==> src/rtl/fir_pkg.sv <==
// Shared constants for the unfolded FIR path: sample width, default lane count,
// and helpers that map a lane index onto its bit range inside a packed word.
package fir_pkg;

  localparam int NB    = 11;
  localparam int P_DEF = 3;

  typedef logic [NB-1:0] sample_t;

  function automatic int lane_lo(input int lane);
    return lane * NB;
  endfunction

  function automatic int lane_hi(input int lane);
    return (lane + 1) * NB - 1;
  endfunction

endpackage

==> src/rtl/fir_unfold_sched_if.sv <==
// Serial sample side plus parallel core side of the unfolded FIR scheduler.
// The slave modport is the scheduler itself; the master is the surrounding system.
interface fir_unfold_sched_if
  import fir_pkg::*;
#(
  parameter int NB = fir_pkg::NB,
  parameter int P  = fir_pkg::P_DEF
);

  logic [NB-1:0]   DIN;
  logic            VIN;
  logic [P*NB-1:0] DU_O;
  logic            VU_O;
  logic [P*NB-1:0] DU_I;
  logic            VU_I;
  logic [NB-1:0]   DOUT;
  logic            VOUT;
  logic            OVF;

  modport master (
    output DIN, VIN, DU_I, VU_I,
    input  DU_O, VU_O, DOUT, VOUT, OVF
  );

  modport slave (
    input  DIN, VIN, DU_I, VU_I,
    output DU_O, VU_O, DOUT, VOUT, OVF
  );

endinterface

==> src/rtl/fir_unfold_ser.sv <==
// Result serializer: captures one P-lane word from the core and plays its lanes
// out one per cycle, oldest lane first; words arriving mid-playout are dropped.
module fir_unfold_ser
  import fir_pkg::*;
#(
  parameter int P = P_DEF
) (
  input  logic            CLK,
  input  logic            RST_n,
  input  logic [P*NB-1:0] du_i,
  input  logic            vu_i,
  output logic [NB-1:0]   dout,
  output logic            vout,
  output logic            ovf
);

  localparam int CW = $clog2(P);
  localparam logic [CW-1:0] LANE_LAST = CW'(P - 1);

  localparam logic [0:0] ST_IDLE = 1'b0;
  localparam logic [0:0] ST_OUT  = 1'b1;

  logic [0:0]      state;
  logic [CW-1:0]   lane;
  logic [P*NB-1:0] res_q;

  always_ff @(posedge CLK) begin
    if (!RST_n) begin
      state <= ST_IDLE;
      lane  <= '0;
      res_q <= '0;
      ovf   <= 1'b0;
    end else begin
      case (state)
        ST_IDLE: begin
          if (vu_i) begin
            res_q <= du_i;
            lane  <= '0;
            state <= ST_OUT;
          end
        end
        default: begin
          if (lane == LANE_LAST) begin
            // Last lane on the output: a new word here chains on with no bubble.
            if (vu_i) begin
              res_q <= du_i;
              lane  <= '0;
            end else begin
              state <= ST_IDLE;
            end
          end else begin
            lane <= lane + 1'b1;
            if (vu_i) ovf <= 1'b1;
          end
        end
      endcase
    end
  end

  // In IDLE the lane index rests on the last lane, so DOUT holds its final value.
  assign vout = (state == ST_OUT);
  assign dout = res_q[lane_lo(int'(lane)) +: NB];

endmodule

==> src/rtl/fir_unfold_sched.sv <==
// Adapts the P-parallel unfolded FIR core to the serial DIN/VIN -> DOUT/VOUT flow:
// packs P valid samples into one core word and serializes core results back out.
module fir_unfold_sched
  import fir_pkg::*;
#(
  parameter int P = P_DEF
) (
  input  logic               CLK,
  input  logic               RST_n,
  fir_unfold_sched_if.slave  bus
);

  localparam int CW = $clog2(P);
  localparam logic [CW-1:0] CIN_LAST = CW'(P - 1);

  logic [CW-1:0]       cin;
  logic [(P-1)*NB-1:0] staging;
  logic [P*NB-1:0]     du_q;
  logic                vu_q;

  // NOTE: state registers use non-blocking assignments so every flop samples
  // pre-edge values; blocking here would create order-dependent simulation.
  always_ff @(posedge CLK) begin
    if (!RST_n) begin
      cin  <= '0;
      du_q <= '0;
      vu_q <= 1'b0;
    end else begin
      vu_q <= 1'b0;
      if (bus.VIN) begin
        if (cin == CIN_LAST) begin
          du_q <= {bus.DIN, staging};
          vu_q <= 1'b1;
          cin  <= '0;
        end else begin
          cin <= cin + 1'b1;
        end
      end
    end
  end

  // NOTE: staging is deliberately not reset: with cin back at 0 every lane is
  // rewritten before it can reach DU_O, so a reset would only cost routing.
  always_ff @(posedge CLK) begin
    if (bus.VIN && cin != CIN_LAST) staging[lane_lo(int'(cin)) +: NB] <= bus.DIN;
  end

  assign bus.DU_O = du_q;
  assign bus.VU_O = vu_q;

  fir_unfold_ser #(.P(P)) u_ser (
    .CLK   (CLK),
    .RST_n (RST_n),
    .du_i  (bus.DU_I),
    .vu_i  (bus.VU_I),
    .dout  (bus.DOUT),
    .vout  (bus.VOUT),
    .ovf   (bus.OVF)
  );

endmodule

==> src/flat_wrapper.sv <==
// flat-port wrapper written by rule: the top's interface ports become plain ports
module fir_unfold_sched_flat import fir_pkg::*;
#(
  parameter int P = P_DEF
)
  (CLK, RST_n, bus_DIN, bus_VIN, bus_DU_I, bus_VU_I, bus_DU_O, bus_VU_O, bus_DOUT, bus_VOUT, bus_OVF);
  fir_unfold_sched_if #(.NB(NB), .P(P)) bus_i ();
  input  logic CLK;
  input  logic RST_n;
  input wire logic [$bits(bus_i.DIN)-1:0] bus_DIN;
  input wire logic [$bits(bus_i.VIN)-1:0] bus_VIN;
  input wire logic [$bits(bus_i.DU_I)-1:0] bus_DU_I;
  input wire logic [$bits(bus_i.VU_I)-1:0] bus_VU_I;
  output wire logic [$bits(bus_i.DU_O)-1:0] bus_DU_O;
  output wire logic [$bits(bus_i.VU_O)-1:0] bus_VU_O;
  output wire logic [$bits(bus_i.DOUT)-1:0] bus_DOUT;
  output wire logic [$bits(bus_i.VOUT)-1:0] bus_VOUT;
  output wire logic [$bits(bus_i.OVF)-1:0] bus_OVF;
  assign bus_i.DIN = bus_DIN;
  assign bus_i.VIN = bus_VIN;
  assign bus_i.DU_I = bus_DU_I;
  assign bus_i.VU_I = bus_VU_I;
  assign bus_DU_O = bus_i.DU_O;
  assign bus_VU_O = bus_i.VU_O;
  assign bus_DOUT = bus_i.DOUT;
  assign bus_VOUT = bus_i.VOUT;
  assign bus_OVF = bus_i.OVF;
  fir_unfold_sched #(.P(P)) u_core (.CLK(CLK), .RST_n(RST_n), .bus(bus_i));
endmodule
==> config.mk <==
export PLATFORM = sky130hd
export DESIGN_NAME = fir_unfold_sched_flat
export DESIGN_NICKNAME = d
export VERILOG_FILES = /design/src/rtl/fir_pkg.sv /design/src/rtl/fir_unfold_sched_if.sv /design/src/rtl/fir_unfold_ser.sv /design/src/rtl/fir_unfold_sched.sv /design/src/flat_wrapper.sv
export SDC_FILE = /design/constraint.sdc
export NUM_CORES = 1
export LEC_CHECK = 0
export ABC_CLOCK_PERIOD_IN_PS = 2900
export BUFFER_PORTS_ARGS = -buffer_cell sky130_fd_sc_hd__buf_2
export CORE_MARGIN = 4
export CORE_UTILIZATION = 40
export CTS_CLUSTER_SIZE = 12
export DETAILED_ROUTE_END_ITERATION = 16
export PLACE_DENSITY = 0.6
export SLEW_MARGIN = 20
export SYNTH_ARGS = -nofsm -noshare
export SYNTH_HDL_FRONTEND = slang
export SYNTH_SLANG_ARGS = --single-unit
==> constraint.sdc <==
create_clock -name CLK -period 2.9 [get_ports CLK]
set_clock_uncertainty 0.05 [all_clocks]
set_input_delay 0.29 -clock CLK [delete_from_list [all_inputs] [get_ports CLK]]
set_output_delay 0.29 -clock CLK [all_outputs]
set_load 0.1 [all_outputs]
== Yosys cells after proc, flatten, opt, wreduce, memory -nomap -nowiden ==
Index checks and enable logic that the tools add are counted.

* Logic and storage cells: 37
* Register bits after elaboration: 95
* Output and inout bits: 47
* Input port bits: 48

* Reduce and logical (&&, ||, !) cells: 4
* Eq/ne operators: 4
* Shift-type cells: 3
* $mul: 2
* Add/subtract/negate cells: 3
* Bitwise operators: 1
* Mux-type cells: 12

{| class="wikitable"
|+ Operators with widths
! cell !! number
|-
| $mux W33 || 3
|-
| $neg A32 Y33 || 1
|-
| $shift A11 B33 Y22 const A || 1
|-
| $shiftx A11 B33 Y22 || 1
|-
| $shiftx A33 B7 Y11 || 1
|-
| $bwmux W22 || 1
|-
| $mul A2 B4 Y6 const B || 2
|-
| $mux W2 || 4
|-
| $add A2 B1 Y2 const B || 2
|-
| $eq A2 B2 Y1 const B || 2
|-
| $mux W1 || 4
|-
| $reduce_and A2 Y1 || 2
|-
| $reduce_and A3 Y1 || 1
|-
| $ne A2 B1 Y1 const B || 1
|-
| $ne A2 B2 Y1 const B || 1
|-
| $logic_and A1 B1 Y1 || 1
|-
| $not A1 Y1 || 1
|}

== Logic depth before layout (Yosys ltp) ==
Gate-level depths: netlist of the first run.

* Word-level depth: 4
* Depth in mapped cells: 8
* Mapped depth without buffers: 5

== By module ==
A second synthesis of the first run with hierarchy kept.

* Cells, all modules: 416
* Area, all modules: 4,062.6 um^2

{| class="wikitable"
|+ Modules (own cells, without submodules)
! module !! cells each !! instances !! area an instance (um^2)
|-
| fir_unfold_sched || 216 || 1 || 2,309.7
|-
| fir_unfold_ser || 200 || 1 || 1,752.9
|}

== Worst setup path after synthesis of the first run ==
OpenSTA, ideal clock, no wires.

* Path kind: reg2out
* Start point: reg u_core.u_ser.lane[1]
* End point: out bus_DOUT[10]
* Stages on the path, launching flop included: 5
* Data required time: 2.560 ns
* Buffers on the path: 2
* Arrival time: 2.838 ns
* Slack: -0.278 ns
* Cells stage by stage: dfxtp_1 buf_4 buf_4 mux2i_1 o21ai_0

* Word-level cells in the longest chain between the ends: 2

{| class="wikitable"
|+ RTL lines
! item !! RTL line !! source
|-
| from (decl) || fir_unfold_ser.sv:24 || <nowiki>logic [CW-1:0] lane;</nowiki>
|-
| from (signal assigned) || fir_unfold_ser.sv:52 || <nowiki>lane <= lane + 1'b1;</nowiki>
|-
| $mul A2 B4 Y6 || fir_pkg.sv:11 || <nowiki>return lane * NB;</nowiki>
|-
| $shiftx A33 B7 Y11 || fir_unfold_ser.sv:62 || <nowiki>assign dout = res_q[lane_lo(int'(lane)) +: NB];</nowiki>
|-
| to (decl) || flat_wrapper.sv:16 || <nowiki>output wire logic [$bits(bus_i.DOUT)-1:0] bus_DOUT;</nowiki>
|}

No other way between the ends.

== Worst setup path in the final report of the first run ==
* Start point: reg u_core.u_ser.lane[0]
* End point: out bus_DOUT[9]

The elaborated chain is that of the path after synthesis.

==> flow_metrics.py, run 1 <==
metrics = {
    "run_status": {
        "status": "complete, no violations",
    },
    "yosys": {
        "yosysWarningCount": 0,
        "synth_top_family_by_area": "simple AND/OR/NAND/NOR gates",
        "netlist_area_sq_mm": 0.00399,
        "ys_seq_area_share_pct": 53.2,
        "ys_top_cells_by_area": "dfxtp_1, edfxtp_1, nand2_1",
        "syn_area_per_cell_sq_um": 9.72,
        "netlist_instances": 410,
        "ys_types": 26,
        "synth_top_area_share_pct": 36.7,
        "synth_xor_area_share_pct": 0,
        "synth-seq-cells": 95,
        "synth_compound_area_share_pct": 8.35,
        "synth-adder-area-share_pct": 1.57,
        "yosys.area_share.simple_pct": 19.8,
        "synth_largest_area_cell": "dfxtp_1",
        "synthMuxAreaShare_pct": 11.8,
        "synth_nets": 463,
    },
    "sta": {
        "worstMarginPinSlew_ps": 833,
        "period_share_pct": 82.4,
        "fmax_mhz": 419,
        "final_hold_viol_count": 0,
        "relSlewSlack_pct": 44.5,
        "rsz0062_at_grt": "no",
        "finalSetupViolCount": 0,
        "min_period_ps": 2390,
        "slew_violations": 0,
    },
    "global_routing": {
        "grt_overflow": 0,
        "antenna_found_initial": 0,
        "grt_pass1_vias": 2841,
        "grt_pass1_wl_um": 14000,
        "grt_max_degree": 57,
        "track_usage_pct": 15.4,
    },
    "drt": {
        "drcViolationCount": 0,
        "maxUsedRoutingLayer": "met4",
        "routed_wl_um": 8770,
        "vias": 2910,
        "ant_nets": 0,
        "initialDrtViolationCount": 149,
        "drt-met1-wl_um": 4130,
        "route.met2.wl_um": 4030,
        "first_pass_iters": 4,
        "drt-wirelength-per-cell_um": 13.9,
        "routed_via_density": 4.62,
        "wl_met3_um": 530,
    },
    "floorplan": {
        "coreArea_sq_mm": 0.00973,
        "initial_core_util_pct": 41.0,
        "die_height_um": 108,
        "dieArea_sq_mm": 0.0116,
        "ios": 95,
        "rows": 36,
        "fp.dieW_um": 108,
    },
    "finish": {
        "diodes": 0,
        "layout.cells.non_filler": 630,
        "drive_above_1_share_pct": 23.7,
        "nets": 545,
        "post-route-util_pct": 48.2,
        "syn_to_final_growth_pct": 17.7,
        "fillerInstances": 956,
    },
    "clocking": {
        "cts_made_buffers": 9,
        "cts.clk_slew.worst_paths_ps": 90,
        "htreeDepth": 3,
        "cts-resized-gates": 0,
        "root_buffer": "clkbuf_8",
        "hold_buffers": 0,
        "cts_tree": "built",
        "cts_buffer_depth": 2,
        "post_cts_buffers": 0,
        "clock-sinks": 95,
        "clock_latency_ps": 370,
    },
    "hold_path": {
        "hold_path_depth": 3,
        "min_from": "bus_DU_I[21]",
        "holdPathEnd": "u_core.u_ser.res_q[21]$_SDFFE_PN0P_",
        "hp-class": "in2reg",
    },
    "power": {
        "p_leak_nw": 1.99,
        "power_density_mw_per_mm2": 593,
        "peakVddDrop_v": 0.000243,
    },
    "critical_path": {
        "end_kind": "output pin",
        "worstPathCellList": "nor2b_1, buf_4, nand2_1, o21ai_1, buf_2",
        "r2r-start": "u_core.cin[0]$_SDFFE_PN0P_",
        "required_ps": 2560,
        "reg2reg_to": "u_core.bus.DU_O[6]$_SDFFE_PN0P_",
        "slowest_stage": "dfxtp_1",
        "criticalPathCategory": "reg2out",
        "r2r_slack_ps": 610,
        "critPathMaxFanout": 16,
        "critPathMaxStageDelay_ps": 680,
        "cp.arrival_ps": 2050,
        "start_kind": "flop",
        "reg2regPathDepth": 6,
    },
    "job": {
        "maxCapViolCount": 0,
    },
    "placed_design": {
        "place_congestion": 0.757,
        "portBuffers": 94,
        "dpl.cell_count": 614,
        "hpwl_um": 6150,
    },
}
## layout by cell type (no fill, tap or decap), types with 2 or more instances in the layout
cell and instances:
inv_6 2, a21boi_0 28, mux2i_1 47, edfxtp_1 22
o21ai_1 10, nand2_1 145, buf_2 94, and3b_1 2
dfxtp_1 73, and3_1 12, inv_1 2, nor2_1 2
buf_4 6, and2_1 13, clkbuf_8 9, a21boi_1 5
ha_1 5, nor2b_1 6
## per-layer routing
layer  global-route usage [%]  vias up
li1                         -     1509
met1                     20.3     1309
met2                     24.1       84
met3                     4.56        8
met4                     5.14        0
met5                        0        -
## report_power, final
| group | switching [mW] | internal, mW |
|---|---|---|
| combinational | 0.311 | 0.126 |
| clock | 0.471 | 0.405 |
| sequential | 0.0395 | 1.43 |
| total | 0.822 | 1.96 |
## cell usage after synthesis (all sizes together)
cell type	instances
clkbuf	16
and2	13
dfxtp	73
a22oi	1
ha	5
o21ai	11
inv	2
nand2b	2
mux2i	47
nor2b	6
nor2	2
edfxtp	22
buf	14
a21oi	1
nand2	145
a21boi	34
and3b	2
and3	12
a31oi	1
nor3b	1
## worst max-delay path: cells and delay by family (launching register included)
family,cells,cell delay [ps]
flip-flops,1,680
buffers and inverters,2,640
AO/OA/AOI/OAI,1,100
AND/OR/NAND/NOR,2,260
## state kept, by name (all words and copies together), names as in the netlist
signal	cells
u_core.u_ser.vout	1
u_core.bus.VU_O	1
u_core.u_ser.lane	2
u_core.bus.DU_O	33
u_core.u_ser.ovf	1
u_core.u_ser.res_q	33
u_core.cin	2
u_core.staging	22
## area by class of cell
| type | count | area [sq um] | share of cell area (%) |
|---|---|---|---|
| clock buffer | 10 | 128 | 2.72 |
| timing repair buffer | 101 | 536 | 11.4 |
| tap | 133 | 166 | 3.55 |
| clock inverter | 6 | 68.8 | 1.47 |
| multi-input combinational | 283 | 1660 | 35.5 |
| sequential | 95 | 2120 | 45.2 |
| inverter | 2 | 7.51 | 0.160 |
## worst max-delay path by stage
stage / cells past startpoint / to / slack (ps) / from
after floorplan: 3 / bus_DOUT[0] / -90 / u_core.u_ser.lane[1]$_SDFF_PN0_
after global placement: 6 / u_core.bus.DU_O[1]$_SDFFE_PN0P_ / 840 / u_core.cin[0]$_SDFFE_PN0P_
after detailed placement: 6 / u_core.bus.DU_O[6]$_SDFFE_PN0P_ / 680 / u_core.cin[0]$_SDFFE_PN0P_
after CTS: 5 / bus_DOUT[9] / 490 / u_core.u_ser.lane[0]$_SDFF_PN0_
after global routing: 5 / bus_DOUT[9] / 310 / u_core.u_ser.lane[0]$_SDFF_PN0_
final: 5 / bus_DOUT[9] / 510 / u_core.u_ser.lane[0]$_SDFF_PN0_
## cells by family after synthesis
family                   Yosys count
AO/OA/AOI/OAI                     48
adder cells (fa/ha/maj)            5
buffers and inverters             32
flip-flops                        95
multiplexers                      47
AND/OR/NAND/NOR                  183
## stage by stage
stage / setup slack, ps / power [mW] / area (sq um) / hold WS, ps / TNS, ps
2_1_floorplan: -89.2 / 1.84 / 3990 / 375 / -89.2
3_3_place_gp: 841 / 1.93 / 4500 / 391 / 0
3_5_place_dp: 683 / 1.94 / 4500 / 397 / 0
4_1_cts: 486 / 2.81 / 4690 / 92.5 / 0
5_1_grt: 307 / 2.90 / 4690 / 102 / 0
6_report: 511 / 2.78 / 4690 / 112 / 0
(Power assumes the default switching activity.)
==> run 2: changes to the inputs <==
ABC_CLOCK_PERIOD_IN_PS = 2200   (was 2900)
clock period = 2.2 ns   (was 2.9 ns; I/O delays follow)
==> flow_metrics.py, run 2 (synthesis gave the netlist of run 1 again) <==
metrics = {
    "run_status": {
        "status": "complete, no violations",
    },
    "power": {
        "p_leak_nw": 2.05,
        "power_density_mw_per_mm2": 762,
        "peakVddDrop_v": 0.000377,
        "power_mw": 3.75,
    },
    "sta": {
        "tns_ps": 0,
        "fin_ws_ps": 221,
        "fmax_mhz": 505,
        "worstMarginPinSlew_ps": 595,
        "min_period_ps": 1980,
        "slew_violations": 0,
        "period_share_pct": 90.0,
        "whs_ps": 41.9,
        "finalSetupViolCount": 0,
        "final_hold_viol_count": 0,
        "relSlewSlack_pct": 60.3,
        "rsz0062_at_grt": "no",
    },
    "global_routing": {
        "grt_overflow": 0,
        "use_met2_pct": 24.6,
        "antenna_found_initial": 0,
        "grt_pass1_wl_um": 14400,
        "grtUsageMet3_pct": 5.10,
        "track_usage_pct": 15.9,
        "busiest_layer": "met2",
        "grt_max_degree": 107,
        "grt_pass1_vias": 2918,
        "grt_use_met1_pct": 21.1,
    },
    "floorplan": {
        "dieArea_sq_mm": 0.0116,
        "fp.dieW_um": 108,
        "die_height_um": 108,
        "initial_core_util_pct": 41.0,
        "rows": 36,
        "coreArea_sq_mm": 0.00973,
        "ios": 95,
    },
    "clocking": {
        "cts.clk_slew.worst_paths_ps": 100,
        "root_buffer": "clkbuf_8",
        "clock-sinks": 95,
        "htreeDepth": 3,
        "post_cts_buffers": 0,
        "cts_tree": "built",
        "cts_made_buffers": 9,
        "clock_latency_ps": 360,
        "cts_buffer_depth": 2,
    },
    "critical_path": {
        "slowest_stage": "nor2b_1",
        "cp-startpoint": "u_core.u_ser.lane[0]$_SDFF_PN0_",
        "worstPathCellList": "nor2b_1, buf_4, nand2_1, o21ai_2, buf_12",
        "start_kind": "flop",
        "cp.arrival_ps": 1710,
        "end_kind": "output pin",
        "required_ps": 1930,
        "r2r-start": "u_core.cin[1]$_SDFFE_PN0P_",
        "critPathMaxFanout": 7,
        "criticalPathCategory": "reg2out",
        "critPathMaxStageDelay_ps": 400,
    },
    "job": {
        "maxCapViolCount": 0,
    },
    "finish": {
        "final_cell_mix": "nand2_1, buf_2, dfxtp_1",
        "drive_above_1_share_pct": 26.1,
        "nets": 546,
        "finish.instance_area_sq_mm": 0.00492,
        "syn_to_final_growth_pct": 23.5,
        "diodes": 0,
        "layout_commonest_cell": "nand2_1",
    },
    "drt": {
        "vias": 2953,
        "drt-wirelength-per-cell_um": 14.0,
        "initialDrtViolationCount": 132,
        "ant_nets": 0,
        "drcViolationCount": 0,
        "routed_via_density": 4.68,
        "first_pass_iters": 4,
        "routed_wl_um": 8830,
    },
    "placed_design": {
        "pre_cts_ws_ps": 183,
        "portBuffers": 94,
        "dpl_cell_area_sq_mm": 0.00471,
        "place_congestion": 0.738,
        "hpwl_um": 6140,
    },
    "hold_path": {
        "min_from": "bus_DU_I[32]",
        "hp-class": "in2reg",
    },
}
[run 2: what timing repair did]
action                                  in CTS  in global routing
hold buffers                                 0                  0
endpoints found under the setup margin       0                  8
resized for setup                            0                  1
[run 2: where the power goes]
part / internal [mW] / leakage, nW / switching [mW] / total [mW]
clock network: 0.555 / 0.0916 / 0.610 / 1.17
logic: 0.224 / 1.15 / 0.438 / 0.662
registers: 1.88 / 0.800 / 0.0404 / 1.92
total: 2.66 / 2.05 / 1.09 / 3.75
[run 2: area by class of cell]
type,instances,area [sq um]
sequential,95,2120
clock inverter,5,57.6
clock buffer,11,141
inverter,2,7.51
fill,942,4810
tap,133,166
timing repair buffer,102,721
multi-input combinational,283,1700
[run 2: per-stage QoR]
| step | util [%] | std cells |
|---|---|---|
| after floorplan | - | 410 |
| after global routing | 50.6 | 631 |
| after CTS | 50.5 | 631 |
| after global placement | 48.5 | 615 |
| after detailed placement | 48.5 | 615 |
| final | 50.6 | 631 |
[run 2: worst max-delay path: cells and delay by family, from the launching register on]
family                 cells  cell delay (ps)
AO/OA/AOI/OAI              1               90
buffers and inverters      2              450
flip-flops                 1              340
AND/OR/NAND/NOR            2              470
[run 2: worst paths after layout]
kind,end,slack [ps],cells after the start
worst min register to register,u_core.bus.DU_O[32]$_SDFFE_PN0P_,410,2
worst min-delay path,u_core.u_ser.res_q[32]$_SDFFE_PN0P_,40,3
worst max register to register,u_core.staging[9]$_DFFE_PP_,500,4
worst max-delay path,bus_DOUT[6],220,5
[run 2: metal layers]
| metal | part of all wire (%) | routed length (um) |
|---|---|---|
| met1 | 47 | 4180 |
| met2 | 45 | 4010 |
| met3 | 5.8 | 516 |
| met4 | 1.3 | 119 |
| met5 | 0 | 0 |
